$ cat src/rtl/beep_scheduler.sv
// Buzzer arbiter: live keypad tones in IDLE, prioritised event melodies (ERR > OK > CLR)
// timed in milliseconds from a prescaled tick. tone_sel is a registered one-hot select.
module beep_scheduler #(
  parameter int TICKS_PER_MS = 100000,
  parameter int NOTE_MS      = 120,
  parameter int GAP_MS       = 30
) (
  input  logic        clk,
  input  logic        rst,
  input  logic [15:0] key_status,
  input  logic        evt_ok,
  input  logic        evt_err,
  input  logic        evt_clr,
  output logic [15:0] tone_sel,
  output logic        busy,
  output logic [1:0]  mel_id
);
  localparam int MAXMS = (NOTE_MS > GAP_MS) ? NOTE_MS : GAP_MS;
  localparam int PW    = (TICKS_PER_MS > 1) ? $clog2(TICKS_PER_MS) : 1;
  localparam int MW    = $clog2(MAXMS + 1);

  typedef enum logic [1:0] {IDLE, NOTE, GAP} state_e;

  state_e        state_q, state_d;
  logic [1:0]    ptr_q, ptr_d;
  logic [1:0]    mel_q, mel_d;
  logic [PW-1:0] pre_q, pre_d;
  logic [MW-1:0] ms_q, ms_d;
  logic [15:0]   tone_q, tone_d;

  logic [1:0] evt_id;
  logic       wrap, note_end, gap_end, start, clr_cnt;

  function automatic logic [3:0] rom_tone(input logic [1:0] mel, input logic [1:0] ptr);
    logic [3:0] t;
    t = 4'd0;
    case (mel)
      2'd1: t = 4'd8;
      2'd2: t = (ptr == 2'd0) ? 4'd7 : (ptr == 2'd1) ? 4'd3 : 4'd0;
      2'd3: t = (ptr == 2'd0) ? 4'd12 : 4'd15;
      default: t = 4'd0;
    endcase
    return t;
  endfunction

  function automatic logic [1:0] last_ptr(input logic [1:0] mel);
    return (mel == 2'd2) ? 2'd2 : (mel == 2'd3) ? 2'd1 : 2'd0;
  endfunction

  always_comb begin
    evt_id   = evt_err ? 2'd3 : evt_ok ? 2'd2 : evt_clr ? 2'd1 : 2'd0;
    wrap     = (pre_q == PW'(TICKS_PER_MS - 1));
    note_end = wrap && (ms_q == MW'(NOTE_MS - 1));
    gap_end  = wrap && (ms_q == MW'(GAP_MS - 1));
    state_d  = state_q;
    ptr_d    = ptr_q;
    mel_d    = mel_q;
    start    = 1'b0;
    clr_cnt  = 1'b0;
    case (state_q)
      IDLE: start = (evt_id != 2'd0);
      NOTE: begin
        // End of the final note behaves like IDLE, so any event is accepted with no dead cycle
        if (note_end && ptr_q == last_ptr(mel_q)) begin
          if (evt_id != 2'd0) start = 1'b1;
          else begin
            state_d = IDLE;
            mel_d   = 2'd0;
            ptr_d   = 2'd0;
            clr_cnt = 1'b1;
          end
        end else if (evt_id > mel_q) begin
          start = 1'b1;
        end else if (note_end) begin
          clr_cnt = 1'b1;
          if (GAP_MS == 0) ptr_d = ptr_q + 2'd1;
          else             state_d = GAP;
        end
      end
      GAP: begin
        if (evt_id > mel_q) start = 1'b1;
        else if (gap_end) begin
          state_d = NOTE;
          ptr_d   = ptr_q + 2'd1;
          clr_cnt = 1'b1;
        end
      end
      default: begin
        state_d = IDLE;
        mel_d   = 2'd0;
        ptr_d   = 2'd0;
      end
    endcase
    if (start) begin
      state_d = NOTE;
      ptr_d   = 2'd0;
      mel_d   = evt_id;
      clr_cnt = 1'b1;
    end

    pre_d = pre_q;
    ms_d  = ms_q;
    if (clr_cnt || state_d == IDLE) begin
      pre_d = '0;
      ms_d  = '0;
    end else if (wrap) begin
      pre_d = '0;
      ms_d  = ms_q + MW'(1);
    end else begin
      pre_d = pre_q + PW'(1);
    end

    case (state_d)
      NOTE:    tone_d = 16'(1) << rom_tone(mel_d, ptr_d);
      GAP:     tone_d = 16'd0;
      default: tone_d = key_status & (~key_status + 16'd1);
    endcase
  end

  always_ff @(posedge clk) begin
    if (rst) begin
      state_q <= IDLE;
      ptr_q   <= '0;
      mel_q   <= '0;
      pre_q   <= '0;
      ms_q    <= '0;
      tone_q  <= '0;
    end else begin
      state_q <= state_d;
      ptr_q   <= ptr_d;
      mel_q   <= mel_d;
      pre_q   <= pre_d;
      ms_q    <= ms_d;
      tone_q  <= tone_d;
    end
  end

  assign tone_sel = tone_q;
  assign busy     = (state_q != IDLE);
  assign mel_id   = mel_q;
endmodule

$ cat config.mk
export PLATFORM = sky130hd
export DESIGN_NAME = beep_scheduler
export DESIGN_NICKNAME = d
export VERILOG_FILES = /design/src/rtl/beep_scheduler.sv
export SDC_FILE = /design/constraint.sdc
export NUM_CORES = 1
export LEC_CHECK = 0
export ABC_AREA = 1
export CAP_MARGIN = 5
export CORE_ASPECT_RATIO = 1.25
export CORE_MARGIN = 2
export CORE_UTILIZATION = 50
export DETAILED_ROUTE_END_ITERATION = 8
export PLACE_DENSITY_LB_ADDON = 0.3
export SLEW_MARGIN = 30
export SYNTH_ARGS = -nofsm -noshare
export SYNTH_HDL_FRONTEND = slang
export SYNTH_SLANG_ARGS = --single-unit
$ cat constraint.sdc
create_clock -name clk -period 4.6 [get_ports clk]
set_input_delay 1.38 -clock clk [delete_from_list [all_inputs] [get_ports clk]]
set_output_delay 1.38 -clock clk [all_outputs]
set_load 0.02 [all_outputs]
Word level (Yosys, flattened, before mapping)
Cells that the tools add are included.
{"block": "classes", "addsub": 4, "n_lt_le_gt_ge": 1, "eq_ne": 14, "shift": 1, "muxes": 41, "bitwise_logic": 2, "reduce_logical": 12}
{"op": "2-bit 2-to-1 mux", "count": 20}
{"op": "16-bit case mux with 2 select lines", "count": 1}
{"op": "17-bit by 1-bit adder with 17-bit output (second input constant)", "count": 1}
{"op": "17-bit == test (second input constant)", "count": 1}
{"op": "16-bit by 1-bit adder with 16-bit output (second input constant)", "count": 1}
{"op": "16-bit AND", "count": 1}
{"op": "16-bit inverter", "count": 1}
{"op": "1-bit by 4-bit left shift with 16-bit output (first input constant)", "count": 1}
{"op": "2-bit == test (second input constant)", "count": 6}
{"op": "1-bit 2-to-1 mux", "count": 12}
{"op": "2-bit case mux with 3 select lines", "count": 2}
{"op": "4-bit case mux with 3 select lines", "count": 1}
{"op": "2-bit by 1-bit == test with 1-bit output (second input constant)", "count": 4}
{"op": "7-bit by 1-bit adder with 7-bit output (second input constant)", "count": 1}
{"op": "7-bit by 5-bit == test with 1-bit output (second input constant)", "count": 1}
{"op": "7-bit == test (second input constant)", "count": 1}
{"op": "2-bit logical NOT", "count": 3}
{"op": "4-bit 2-to-1 mux", "count": 1}
{"op": "2-bit case mux with 2 select lines", "count": 1}
{"op": "2-bit nonzero test", "count": 2}
{"op": "2-bit OR reduction", "count": 2}
{"op": "1-bit logical AND", "count": 3}
{"op": "3-bit 2-to-1 mux", "count": 1}
{"op": "1-bit case mux with 3 select lines", "count": 1}
{"op": "6 further kinds", "count": 6}
{"block": "word_totals", "regBits": 46, "inputBits": 21, "output_inout_bits": 19, "elab_cells": 81}

Depth between registers and ports, before layout
Gate-level depths: netlist of the first run.
{"block": "logic_depth", "ltp_word": 15, "mapped_depth": 21, "mapped_depth_nobuf": 21}

Least setup slack after synthesis of the first run
OpenSTA, ideal clock, no wires.
{"block": "synth_timing", "kind": "input to register", "startpoint": "input port evt_ok", "endpoint": "register tone_q[12] (netlist: tone_sel[12])", "setup_ps": 114, "t_arrival_ps": 3513, "required_ps": 4486, "path_slack_ps": 973, "path_stages": 18, "n_path_buf": 0, "cell_sequence": "nor2_1 > inv_1 > ha_1 > nand2_1 > nand2_1 > nand2_1 > nand3_1 > a21oi_1 > nor2_1 > o21ai_0 > nand3b_1 > nand2_1 > inv_1 > ha_1 > nand2_1 > clkinv_1 > nand4_1 > nand2_1"}
{"item": "start, declared", "line": "11", "rtl": "input logic evt_ok,"}
{"item": "2-bit 2-to-1 mux (*) (2 in a row)", "line": "51", "rtl": "evt_id = evt_err ? 2'd3 : evt_ok ? 2'd2 : evt_clr ? 2'd1 : 2'd0;"}
{"item": "2-bit greater-than comparator / 2-bit nonzero test (equally long branches)"}
{"item": "2-bit 2-to-1 mux, or another cell as far along", "line": "72", "rtl": "end else if (evt_id > mel_q) begin"}
{"item": "2-bit 2-to-1 mux / 1-bit 2-to-1 mux (equally long branches)", "line": "64", "rtl": "if (note_end && ptr_q == last_ptr(mel_q)) begin"}
{"item": "2-bit case mux with 3 select lines / 1-bit case mux with 3 select lines (equally long branches)", "line": "60", "rtl": "case (state_q)"}
{"item": "2-bit 2-to-1 mux (*)", "line": "94", "rtl": "if (start) begin"}
{"item": "via state_d[0]", "line": "24", "rtl": "state_e state_q, state_d;"}
{"item": "2-bit == test / 2-bit by 1-bit == test with 1-bit output (equally long branches)", "line": "113", "rtl": "case (state_d)"}
{"item": "16-bit case mux with 2 select lines (*)", "line": "113"}
{"item": "end signal, assigned", "line": "134", "rtl": "tone_q <= tone_d;"}
{"item": "end, declared", "line": "29", "rtl": "logic [15:0] tone_q, tone_d;"}
The timed path passes the listed nets; every way through them passes the cells marked *. The select of a mux whose other input is x is not followed.
A chain may end at the register's enable or synchronous reset.

Worst setup path after layout of the first run
{"block": "layout_timing", "startpoint": "input port evt_ok", "endpoint": "register tone_q[7] (netlist: tone_sel[7])"}
Same word-level chain as after synthesis.

==> report_table.html, run 1 <==
<table>
<tr><th>Metric</th><th>Value</th></tr>
<tr><th colspan="2">Critical path</th></tr>
<tr><td>Worst setup slack for register-to-register paths</td><td>1.62 ns</td></tr>
<tr><td>Data arrival, critical path</td><td>4.34 ns</td></tr>
<tr><td>Startpoint types</td><td>primary input</td></tr>
<tr><td>Highest cell delay on the worst timing path</td><td>0.41 ns</td></tr>
<tr><td>Cell class contributing the biggest share of worst-path delay</td><td>simple AND/OR/NAND/NOR gates</td></tr>
<tr><td>Worst reg-to-reg path cell count</td><td>16</td></tr>
<tr><td>CP max-delay cell</td><td>sky130_fd_sc_hd__clkdlybuf4s50_1</td></tr>
<tr><td>Sort of element at the end of the critical path</td><td>register</td></tr>
<tr><td>Critical-path cell list</td><td>clkdlybuf4s50_1, nor2_1, inv_1, ha_1, nand2_1, nand2_1, nand2_1, nand3_1, a21oi_1, nor2_1, o21ai_0, nand3b_1, nand2_1, inv_1, ha_1, nand2_1, clkinv_1, nand3_1, o21ai_1</td></tr>
<tr><td>Worst path most repeated cell</td><td>sky130_fd_sc_hd__nand2_1</td></tr>
<tr><td>Count of buffer and inverter cells on the critical path</td><td>4</td></tr>
<tr><td>Crit Path Category</td><td>primary input to register</td></tr>
<tr><td>Critical Path Fanout Max</td><td>10</td></tr>
<tr><td>Crit path required time</td><td>4.79 ns</td></tr>
<tr><td>Capture point of the worst path</td><td>tone_sel[7]$_SDFF_PP0_</td></tr>
<tr><td>Total stage count of the critical path</td><td>19</td></tr>
<tr><td>Reg2Reg Capture Point</td><td>tone_sel[7]$_SDFF_PP0_</td></tr>
<tr><td>Beginning of the critical path</td><td>evt_ok</td></tr>
<tr><td>Origin of the critical flop-to-flop path</td><td>pre_q[0]$_SDFF_PP0_</td></tr>
<tr><th colspan="2">STA</th></tr>
<tr><td>Setup TNS</td><td>0 ns</td></tr>
<tr><td>Max Clock Freq</td><td>0.2410 GHz</td></tr>
<tr><td>Final hold vios</td><td>0</td></tr>
<tr><td>Tmin final</td><td>4.149 ns</td></tr>
<tr><td>Final max-slew violation count</td><td>0</td></tr>
<tr><td>Unrepaired setup endpoints after global routing</td><td>false</td></tr>
<tr><td>Clock skew</td><td>0.002995 ns</td></tr>
<tr><td>Share of the clock period used by the worst path</td><td>90.19%</td></tr>
<tr><td>Transition time at the pin with the least slew margin</td><td>0.4459 ns</td></tr>
<tr><td>Final WS setup</td><td>0.4514 ns</td></tr>
<tr><td>Relative slew slack</td><td>70.05%</td></tr>
<tr><td>Setup violations, final</td><td>0</td></tr>
<tr><th colspan="2">Detailed routing</th></tr>
<tr><td>Total via count after detailed routing</td><td>2334</td></tr>
<tr><td>WL/cell</td><td>11.88 um</td></tr>
<tr><td>Number of nets with antenna violations after routing</td><td>0</td></tr>
<tr><td>Count of unresolved DRC violations after routing</td><td>0</td></tr>
<tr><td>Detailed router's first-iteration violation count</td><td>109</td></tr>
<tr><td>Total length of routed wires</td><td>5419 um</td></tr>
<tr><td>Pre-antenna DRT Iters</td><td>6</td></tr>
<tr><td>Via count normalized by instance count</td><td>5.118</td></tr>
<tr><th colspan="2">GRT</th></tr>
<tr><td>First-pass GRT wire length</td><td>9101 um</td></tr>
<tr><td>Overall track demand over capacity in global routing</td><td>20.37%</td></tr>
<tr><td>Antenna violations before repair</td><td>0</td></tr>
<tr><td>Maximum number of pins on one net before global-route repair</td><td>18</td></tr>
<tr><td>Total global routing overflow</td><td>0</td></tr>
<tr><td>Number of global-route vias before repair</td><td>2265</td></tr>
<tr><th colspan="2">Finish</th></tr>
<tr><td>Growth of design area from synthesis to finish</td><td>21.09%</td></tr>
<tr><td>Total Nets Final</td><td>429</td></tr>
<tr><td>Layout cell share with drive strength beyond 1</td><td>10.86%</td></tr>
<tr><td>Number of cells in the finished layout apart from fillers</td><td>456</td></tr>
<tr><td>Antenna Diode Count</td><td>0</td></tr>
<tr><th colspan="2">Pwr</th></tr>
<tr><td>Worst voltage drop across the vdd grid</td><td>0.0001828 V</td></tr>
<tr><td>LEAKAGE</td><td>0.001194 uW</td></tr>
<tr><td>Power density over cell area</td><td>270.8 nW/um^2</td></tr>
<tr><th colspan="2">Logic synthesis</th></tr>
<tr><td>Synthesized area</td><td>2527 um^2</td></tr>
<tr><td>Synthesized instance count</td><td>353</td></tr>
<tr><td>Count of yosys warnings during synthesis</td><td>0</td></tr>
<tr><td>Count of unique library cells instantiated by Yosys</td><td>38</td></tr>
<tr><td>Synthesis-stage register bit count</td><td>46</td></tr>
<tr><td>Post-synthesis area per instance</td><td>7.160 um^2</td></tr>
<tr><td>Net count after synthesis</td><td>385</td></tr>
<tr><td>Share of synthesized area occupied by flip-flops and latches</td><td>36.44%</td></tr>
<tr><th colspan="2">CTS</th></tr>
<tr><td>Postcts setup bufs</td><td>0</td></tr>
<tr><td>Count of clock tree sinks</td><td>46</td></tr>
<tr><td>Number of buffers created by CTS</td><td>5</td></tr>
<tr><td>Deepest level of the CTS H-tree</td><td>2</td></tr>
<tr><td>Clk pin slew, worst setup/hold paths</td><td>0.08 ns</td></tr>
<tr><td>Clock Tree Buf Depth</td><td>2</td></tr>
<tr><td>Clock network latency to the later pin of the worst-skew pair</td><td>0.30 ns</td></tr>
<tr><td>Clock tree from TritonCTS</td><td>yes</td></tr>
<tr><td>Clock tree root driver cell</td><td>sky130_fd_sc_hd__clkbuf_8</td></tr>
<tr><td>Resized Gates After CTS</td><td>0</td></tr>
<tr><td>Hold Buf Count CTS</td><td>0</td></tr>
<tr><th colspan="2">Min path</th></tr>
<tr><td>Hold Crit Start</td><td>pre_q[0]$_SDFF_PP0_</td></tr>
<tr><td>Worst min-delay path category</td><td>register to register</td></tr>
<tr><th colspan="2">Placement</th></tr>
<tr><td>Number of buffers added on ports</td><td>39</td></tr>
<tr><td>Worst setup slack before clock tree synthesis</td><td>0.1415 ns</td></tr>
<tr><td>Routability Congestion</td><td>0.8893</td></tr>
<tr><td>DP HPWL</td><td>4326 um</td></tr>
<tr><td>Number of placed instances with taps included</td><td>450</td></tr>
<tr><th colspan="2">Die</th></tr>
<tr><td>Io pins</td><td>40</td></tr>
<tr><td>DIE AREA</td><td>5643 um^2</td></tr>
<tr><td>Overall die height</td><td>83.49 um</td></tr>
<tr><td>Row cnt</td><td>28</td></tr>
<tr><td>Initial core utilization</td><td>52.66%</td></tr>
<tr><td>Die width</td><td>67.59 um</td></tr>
<tr><td>Placeable Area</td><td>4800 um^2</td></tr>
<tr><th colspan="2">Run status</th></tr>
<tr><td>Status</td><td>finished, final reports clean</td></tr>
<tr><th colspan="2">Run</th></tr>
<tr><td>Max capacitance violation total</td><td>0</td></tr>
</table>
## area by class of cell
cell class | count | area [um^2]
clock buffer | 6 | 82.58
fill | 434 | 1739
inverter | 56 | 210.2
multi-input combinational | 249 | 1381
sequential | 46 | 920.9
tap | 60 | 75.07
timing repair buffer | 39 | 390.4
## placed cells by master (no fill, tap or decap), types with 2 or more instances in the layout
master	count
sky130_fd_sc_hd__nor3_1	9
sky130_fd_sc_hd__xor2_1	8
sky130_fd_sc_hd__nor3b_1	4
sky130_fd_sc_hd__a21oi_2	2
sky130_fd_sc_hd__nand3_4	2
sky130_fd_sc_hd__clkbuf_8	6
sky130_fd_sc_hd__ha_1	11
sky130_fd_sc_hd__inv_2	7
sky130_fd_sc_hd__nand2_1	65
sky130_fd_sc_hd__a21oi_1	11
sky130_fd_sc_hd__inv_1	48
sky130_fd_sc_hd__nor4_1	2
sky130_fd_sc_hd__o21ai_1	4
sky130_fd_sc_hd__nand3_2	4
sky130_fd_sc_hd__nor2_1	55
sky130_fd_sc_hd__nand3_1	31
sky130_fd_sc_hd__nor3_2	3
sky130_fd_sc_hd__nand4_1	8
sky130_fd_sc_hd__dfxtp_1	46
sky130_fd_sc_hd__nor2_2	5
sky130_fd_sc_hd__o21ai_0	4
sky130_fd_sc_hd__clkdlybuf4s50_1	39
sky130_fd_sc_hd__or2_2	3
sky130_fd_sc_hd__nand2_2	5
## kinds of logic (layout without fill, tap and decap cells)
group	after synthesis	in the layout	share of synthesized area [%]
AO/OA/AOI/OAI	26	26	5.892
XOR/XNOR	9	9	3.119
adder cells (fa/ha/maj)	11	11	5.445
buffers and inverters	58	101	8.911
flip-flops	46	46	36.44
AND/OR/NAND/NOR	203	203	40.20
## synth_stat cells
library cell                n  share of area (%)
sky130_fd_sc_hd__o22ai_1    1               0.25
sky130_fd_sc_hd__nor2_2     5                1.2
sky130_fd_sc_hd__nand2_2    5                1.2
sky130_fd_sc_hd__nor4_1     2               0.49
sky130_fd_sc_hd__nand3_1   31                6.1
sky130_fd_sc_hd__dfxtp_1   46                 36
sky130_fd_sc_hd__nor3b_1    4                1.2
sky130_fd_sc_hd__nor3_4     1               0.64
sky130_fd_sc_hd__or2_2      3               0.74
sky130_fd_sc_hd__nor2_1    55                8.2
sky130_fd_sc_hd__o31ai_1    1               0.30
sky130_fd_sc_hd__a21oi_1   11                2.2
sky130_fd_sc_hd__nand3b_1   1               0.30
sky130_fd_sc_hd__buf_6      1               0.45
sky130_fd_sc_hd__nand3_2    4                1.6
sky130_fd_sc_hd__xnor2_1    1               0.35
sky130_fd_sc_hd__nand4_4    1               0.84
sky130_fd_sc_hd__or2_1      1               0.25
sky130_fd_sc_hd__a31oi_1    1               0.25
sky130_fd_sc_hd__a21boi_1   1               0.30
sky130_fd_sc_hd__o21ai_2    1               0.35
sky130_fd_sc_hd__xor2_1     8                2.8
sky130_fd_sc_hd__clkbuf_1   1               0.15
sky130_fd_sc_hd__a21oi_2    2               0.69
sky130_fd_sc_hd__clkinv_1   1               0.15
sky130_fd_sc_hd__nand2_1   65                9.7
sky130_fd_sc_hd__nand3_4    2                1.4
sky130_fd_sc_hd__nand4_1    8                2.0
sky130_fd_sc_hd__inv_1     48                7.1
sky130_fd_sc_hd__inv_2      7                1.0
sky130_fd_sc_hd__nor3_2     3                1.2
sky130_fd_sc_hd__o21ai_1    4               0.79
sky130_fd_sc_hd__o21ai_0    4               0.79
sky130_fd_sc_hd__nand4_2    1               0.49
sky130_fd_sc_hd__nor3_1     9                1.8
sky130_fd_sc_hd__nor2_4     1               0.45
sky130_fd_sc_hd__ha_1      11                5.4
sky130_fd_sc_hd__nand3b_2   1               0.45
## routing by layer
layer | part of all wire [%] | routed length, um | GRT usage [%]
met5 | 0 | 0 | 0
met4 | 1.9 | 104 | 7.421
met3 | 5.7 | 311 | 6.343
met2 | 54 | 2935 | 37.97
met1 | 38 | 2067 | 20.02
## power by group
part / internal (uW) / switching, uW
combinational: 66.5 / 101
sequential: 408 / 8.10
clock: 116 / 129
total: 590 / 239
## registers in the layout, indices dropped and copies added, names as in the netlist
signal    flops
pre_q        17
ptr_q         2
tone_sel     16
state_q       2
mel_id        2
ms_q          7
## how the worst min path moves through the flow
stage                                endpoint  slack [ns]  cells past startpoint
after CTS                 pre_q[0]$_SDFF_PP0_        0.46                      1
final                     pre_q[0]$_SDFF_PP0_        0.46                      1
after global routing      pre_q[0]$_SDFF_PP0_        0.48                      1
after floorplan           pre_q[0]$_SDFF_PP0_        0.42                      1
after detailed placement  pre_q[0]$_SDFF_PP0_        0.44                      1
after global placement    pre_q[0]$_SDFF_PP0_        0.43                      1
## stage by stage
step | utilization [%] | hold slack (ns) | instance area (um^2) | total power [uW]
after CTS | 63.76 | 0.4553 | 3060 | 832.1
final | 63.76 | 0.4560 | 3060 | 828.7
after floorplan | - | 0.4175 | 2527 | 533.1
after global routing | 63.76 | 0.4802 | 3060 | 871.6
after global placement | 62.04 | 0.4333 | 2978 | 589.6
after detailed placement | 62.04 | 0.4354 | 2978 | 591.9
Power figures use the tool's default switching activity.
==> inputs of run 2 (changes only) <==
--- a/config.mk
+++ b/config.mk
@@ -7,7 +7,7 @@
 export LEC_CHECK = 0
 export ABC_AREA = 1
 export CAP_MARGIN = 5
-export CORE_ASPECT_RATIO = 1.25
+export CORE_ASPECT_RATIO = 0.75
 export CORE_MARGIN = 2
 export CORE_UTILIZATION = 50
 export DETAILED_ROUTE_END_ITERATION = 8
==> report_table.html, run 2 (synthesized netlist as in run 1, its figures left out) <==
<table>
<tr><th>Metric</th><th>Value</th></tr>
<tr><th colspan="2">Detailed routing</th></tr>
<tr><td>Via count normalized by instance count</td><td>5.002 (-2.3%)</td></tr>
<tr><td>Pre-antenna DRT Iters</td><td>4 (-2)</td></tr>
<tr><td>Number of nets with antenna violations after routing</td><td>0 (unchanged)</td></tr>
<tr><td>WL/cell</td><td>11.71 um (-1.5%)</td></tr>
<tr><td>Total via count after detailed routing</td><td>2291 (-1.8%)</td></tr>
<tr><td>Count of unresolved DRC violations after routing</td><td>0 (unchanged)</td></tr>
<tr><td>Total length of routed wires</td><td>5361 um (-1.1%)</td></tr>
<tr><td>Detailed router's first-iteration violation count</td><td>135 (+24%)</td></tr>
<tr><th colspan="2">Critical path</th></tr>
<tr><td>Cell class contributing the biggest share of worst-path delay</td><td>simple AND/OR/NAND/NOR gates</td></tr>
<tr><td>Crit path required time</td><td>4.80 ns (about the same)</td></tr>
<tr><td>Critical-path cell list</td><td>clkdlybuf4s50_1, nor2_1, inv_1, ha_1, nand2_1, nand2_1, nand2_1, nand3_1, a21oi_1, nor2_1, o21ai_0, nand3b_1, nand2_1, inv_1, ha_1, nand2_1, clkinvlp_4, nand3_1, nand2_1</td></tr>
<tr><td>Highest cell delay on the worst timing path</td><td>0.42 ns (about the same)</td></tr>
<tr><td>Startpoint types</td><td>primary input</td></tr>
<tr><td>Data arrival, critical path</td><td>4.38 ns (+0.04 ns)</td></tr>
<tr><td>Critical Path Fanout Max</td><td>10 (unchanged)</td></tr>
<tr><td>CP max-delay cell</td><td>sky130_fd_sc_hd__clkdlybuf4s50_1</td></tr>
<tr><td>Sort of element at the end of the critical path</td><td>register</td></tr>
<tr><td>Count of buffer and inverter cells on the critical path</td><td>4 (unchanged)</td></tr>
<tr><td>Crit Path Category</td><td>primary input to register</td></tr>
<tr><td>Worst path most repeated cell</td><td>sky130_fd_sc_hd__nand2_1</td></tr>
<tr><th colspan="2">GRT</th></tr>
<tr><td>Maximum number of pins on one net before global-route repair</td><td>18 (unchanged)</td></tr>
<tr><td>Antenna violations before repair</td><td>0 (unchanged)</td></tr>
<tr><td>Overall track demand over capacity in global routing</td><td>20.81% (+0.44 points)</td></tr>
<tr><td>First-pass GRT wire length</td><td>9377 um (+3.0%)</td></tr>
<tr><td>Total global routing overflow</td><td>0 (unchanged)</td></tr>
<tr><td>Number of global-route vias before repair</td><td>2188 (-3.4%)</td></tr>
<tr><th colspan="2">Run</th></tr>
<tr><td>Max capacitance violation total</td><td>0 (unchanged)</td></tr>
<tr><th colspan="2">Die</th></tr>
<tr><td>DIE AREA</td><td>5645 um^2 (about the same)</td></tr>
<tr><td>Row cnt</td><td>22 (-21%)</td></tr>
<tr><td>Initial core utilization</td><td>51.87% (-0.78 points)</td></tr>
<tr><td>Io pins</td><td>40 (unchanged)</td></tr>
<tr><td>Die width</td><td>86.10 um (+27%)</td></tr>
<tr><td>Overall die height</td><td>65.57 um (-21%)</td></tr>
<tr><td>Placeable Area</td><td>4872 um^2 (+1.5%)</td></tr>
<tr><th colspan="2">Finish</th></tr>
<tr><td>Reg with most FFs</td><td>pre_q</td></tr>
<tr><td>Antenna Diode Count</td><td>0 (unchanged)</td></tr>
<tr><td>Growth of design area from synthesis to finish</td><td>22.33%</td></tr>
<tr><td>Most common cell after layout, fill and taps aside</td><td>sky130_fd_sc_hd__nand2_1</td></tr>
<tr><td>Post-route cell area</td><td>3092 um^2 (+1.0%)</td></tr>
<tr><td>Layout cell share with drive strength beyond 1</td><td>11.31% (+0.45 points)</td></tr>
<tr><td>Max reg flops</td><td>17 (unchanged)</td></tr>
<tr><td>Fill cell total of the finished layout</td><td>439 (+1.2%)</td></tr>
<tr><td>Top library cells by usage in the layout, fill and taps aside</td><td>sky130_fd_sc_hd__nand2_1, sky130_fd_sc_hd__nor2_1, sky130_fd_sc_hd__inv_1, sky130_fd_sc_hd__dfxtp_1, sky130_fd_sc_hd__clkdlybuf4s50_1</td></tr>
<tr><td>Total Nets Final</td><td>429 (unchanged)</td></tr>
<tr><th colspan="2">STA</th></tr>
<tr><td>Setup TNS</td><td>0 ns (unchanged)</td></tr>
<tr><td>Unrepaired setup endpoints after global routing</td><td>false</td></tr>
<tr><td>Share of the clock period used by the worst path</td><td>90.85% (+0.67 points)</td></tr>
<tr><td>Transition time at the pin with the least slew margin</td><td>0.4080 ns (-0.03789 ns)</td></tr>
<tr><td>Tmin final</td><td>4.179 ns (+0.03069 ns)</td></tr>
<tr><td>Max Clock Freq</td><td>0.2393 GHz (-0.73%)</td></tr>
<tr><td>Relative slew slack</td><td>72.59% (+2.5 points)</td></tr>
<tr><td>Clock skew</td><td>0.007986 ns (+0.004991 ns)</td></tr>
<tr><td>Final hold vios</td><td>0 (unchanged)</td></tr>
<tr><td>Final max-slew violation count</td><td>0 (unchanged)</td></tr>
<tr><td>Setup violations, final</td><td>0 (unchanged)</td></tr>
<tr><th colspan="2">Min path</th></tr>
<tr><td>Worst min-delay path category</td><td>register to register</td></tr>
<tr><th colspan="2">CTS</th></tr>
<tr><td>Count of clock tree sinks</td><td>46 (unchanged)</td></tr>
<tr><td>Deepest level of the CTS H-tree</td><td>2 (unchanged)</td></tr>
<tr><td>Number of buffers created by CTS</td><td>5 (unchanged)</td></tr>
<tr><td>Clock network latency to the later pin of the worst-skew pair</td><td>0.31 ns (about the same)</td></tr>
<tr><td>Clock tree from TritonCTS</td><td>yes</td></tr>
<tr><td>Clock Tree Buf Depth</td><td>2 (unchanged)</td></tr>
<tr><td>Clk pin slew, worst setup/hold paths</td><td>0.08 ns (about the same)</td></tr>
<tr><td>Clock tree root driver cell</td><td>sky130_fd_sc_hd__clkbuf_8</td></tr>
<tr><th colspan="2">Pwr</th></tr>
<tr><td>Power density over cell area</td><td>285.8 nW/um^2 (+5.6%)</td></tr>
<tr><td>LEAKAGE</td><td>0.001200 uW (+0.49%)</td></tr>
<tr><td>Worst voltage drop across the vdd grid</td><td>0.0001569 V (-14%)</td></tr>
<tr><th colspan="2">Placement</th></tr>
<tr><td>Post-detailed-placement cell area</td><td>2978 um^2 (unchanged)</td></tr>
<tr><td>Number of buffers added on ports</td><td>39 (unchanged)</td></tr>
<tr><td>DP HPWL</td><td>4213 um (-2.6%)</td></tr>
<tr><td>Routability Congestion</td><td>0.8535 (-4.0%)</td></tr>
<tr><th colspan="2">Run status</th></tr>
<tr><td>Status</td><td>finished, final reports clean</td></tr>
</table>
==> run 2: repair_timing <==
item / in CTS / in global routing
setup buffers: 0 / 0
resized for setup: 0 / 1
hold buffers: 0 / 0
endpoints found under the setup margin: 0 / 2
==> run 2: path summary, 6_finish.rpt <==
check                                    startpoint                      to  slack (ns)  depth (start not counted)
worst max register to register  pre_q[0]$_SDFF_PP0_  tone_sel[3]$_SDFF_PP0_        1.54                         17
worst max-delay path                         evt_ok  tone_sel[3]$_SDFF_PP0_        0.42                         19
worst min register to register  pre_q[0]$_SDFF_PP0_     pre_q[0]$_SDFF_PP0_        0.46                          1
worst min-delay path            pre_q[0]$_SDFF_PP0_     pre_q[0]$_SDFF_PP0_        0.46                          1
==> run 2: layout make-up <==
cell class	instances	area, um^2	area share (%)
Clock buffer	6	72.57	2.347
Tap cell	60	75.07	2.428
Inverter	56	214.0	6.920
Sequential cell	46	920.9	29.79
Multi-Input combinational cell	249	1381	44.68
Timing Repair Buffer	39	390.4	12.63
Clock inverter	2	37.54	1.214
==> run 2: per-layer routing <==
| layer | track usage, % | up-vias | share of wire, % |
|---|---|---|---|
| met2 | 31.40 | 48 | 43 |
| met5 | 0 | - | 0 |
| met1 | 28.94 | 1025 | 51 |
| li1 | - | 1212 | - |
| met4 | 8.333 | 0 | 1.5 |
| met3 | 4.397 | 6 | 4.4 |
==> run 2: metrics by stage <==
stage               total power [uW]  hold slack, ns  util, %  setup slack [ns]  cells
global route                   921.9          0.4877    63.46           0.05394    458
detailed placement             591.6          0.4428    61.12           0.08402    450
floorplan                      533.1          0.4175        -            0.9730    353
CTS                            888.6          0.4589    63.38            0.3780    458
finish                         883.7          0.4606    63.46            0.4207    458
global placement               587.5          0.4282    61.12            0.2333    450
==> run 2: where the power goes <==
group,internal (uW),total (uW),switching (uW)
Sequential,408,415,7.06
Combinational,66.6,171,104
Clock,162,299,136
Total,636,884,248
==> run 2: worst register-to-register path, cell delays in order (launching register included) <==
cell	delay (ns)
sky130_fd_sc_hd__dfxtp_1	0.36
sky130_fd_sc_hd__ha_1	0.20
sky130_fd_sc_hd__nand3_1	0.13
sky130_fd_sc_hd__inv_2	0.12
sky130_fd_sc_hd__nand3_1	0.10
sky130_fd_sc_hd__nor2_2	0.17
sky130_fd_sc_hd__nand3_2	0.15
sky130_fd_sc_hd__a21oi_1	0.22
sky130_fd_sc_hd__nor2_1	0.06
sky130_fd_sc_hd__o21ai_0	0.15
sky130_fd_sc_hd__nand3b_1	0.10
sky130_fd_sc_hd__nand2_1	0.11
sky130_fd_sc_hd__inv_1	0.06
sky130_fd_sc_hd__ha_1	0.30
sky130_fd_sc_hd__nand2_1	0.24
sky130_fd_sc_hd__clkinvlp_4	0.27
sky130_fd_sc_hd__nand3_1	0.16
sky130_fd_sc_hd__nand2_1	0.06
==> inputs of run 3 (changes only) <==
--- a/config.mk
+++ b/config.mk
@@ -12,6 +12,7 @@
 export CORE_UTILIZATION = 50
 export DETAILED_ROUTE_END_ITERATION = 8
 export PLACE_DENSITY_LB_ADDON = 0.3
+export SKIP_CTS_REPAIR_TIMING = 1
 export SLEW_MARGIN = 30
 export SYNTH_ARGS = -nofsm -noshare
 export SYNTH_HDL_FRONTEND = slang
==> results of run 3 <==
Final layout, timing and power as in run 2 (identical DEF).
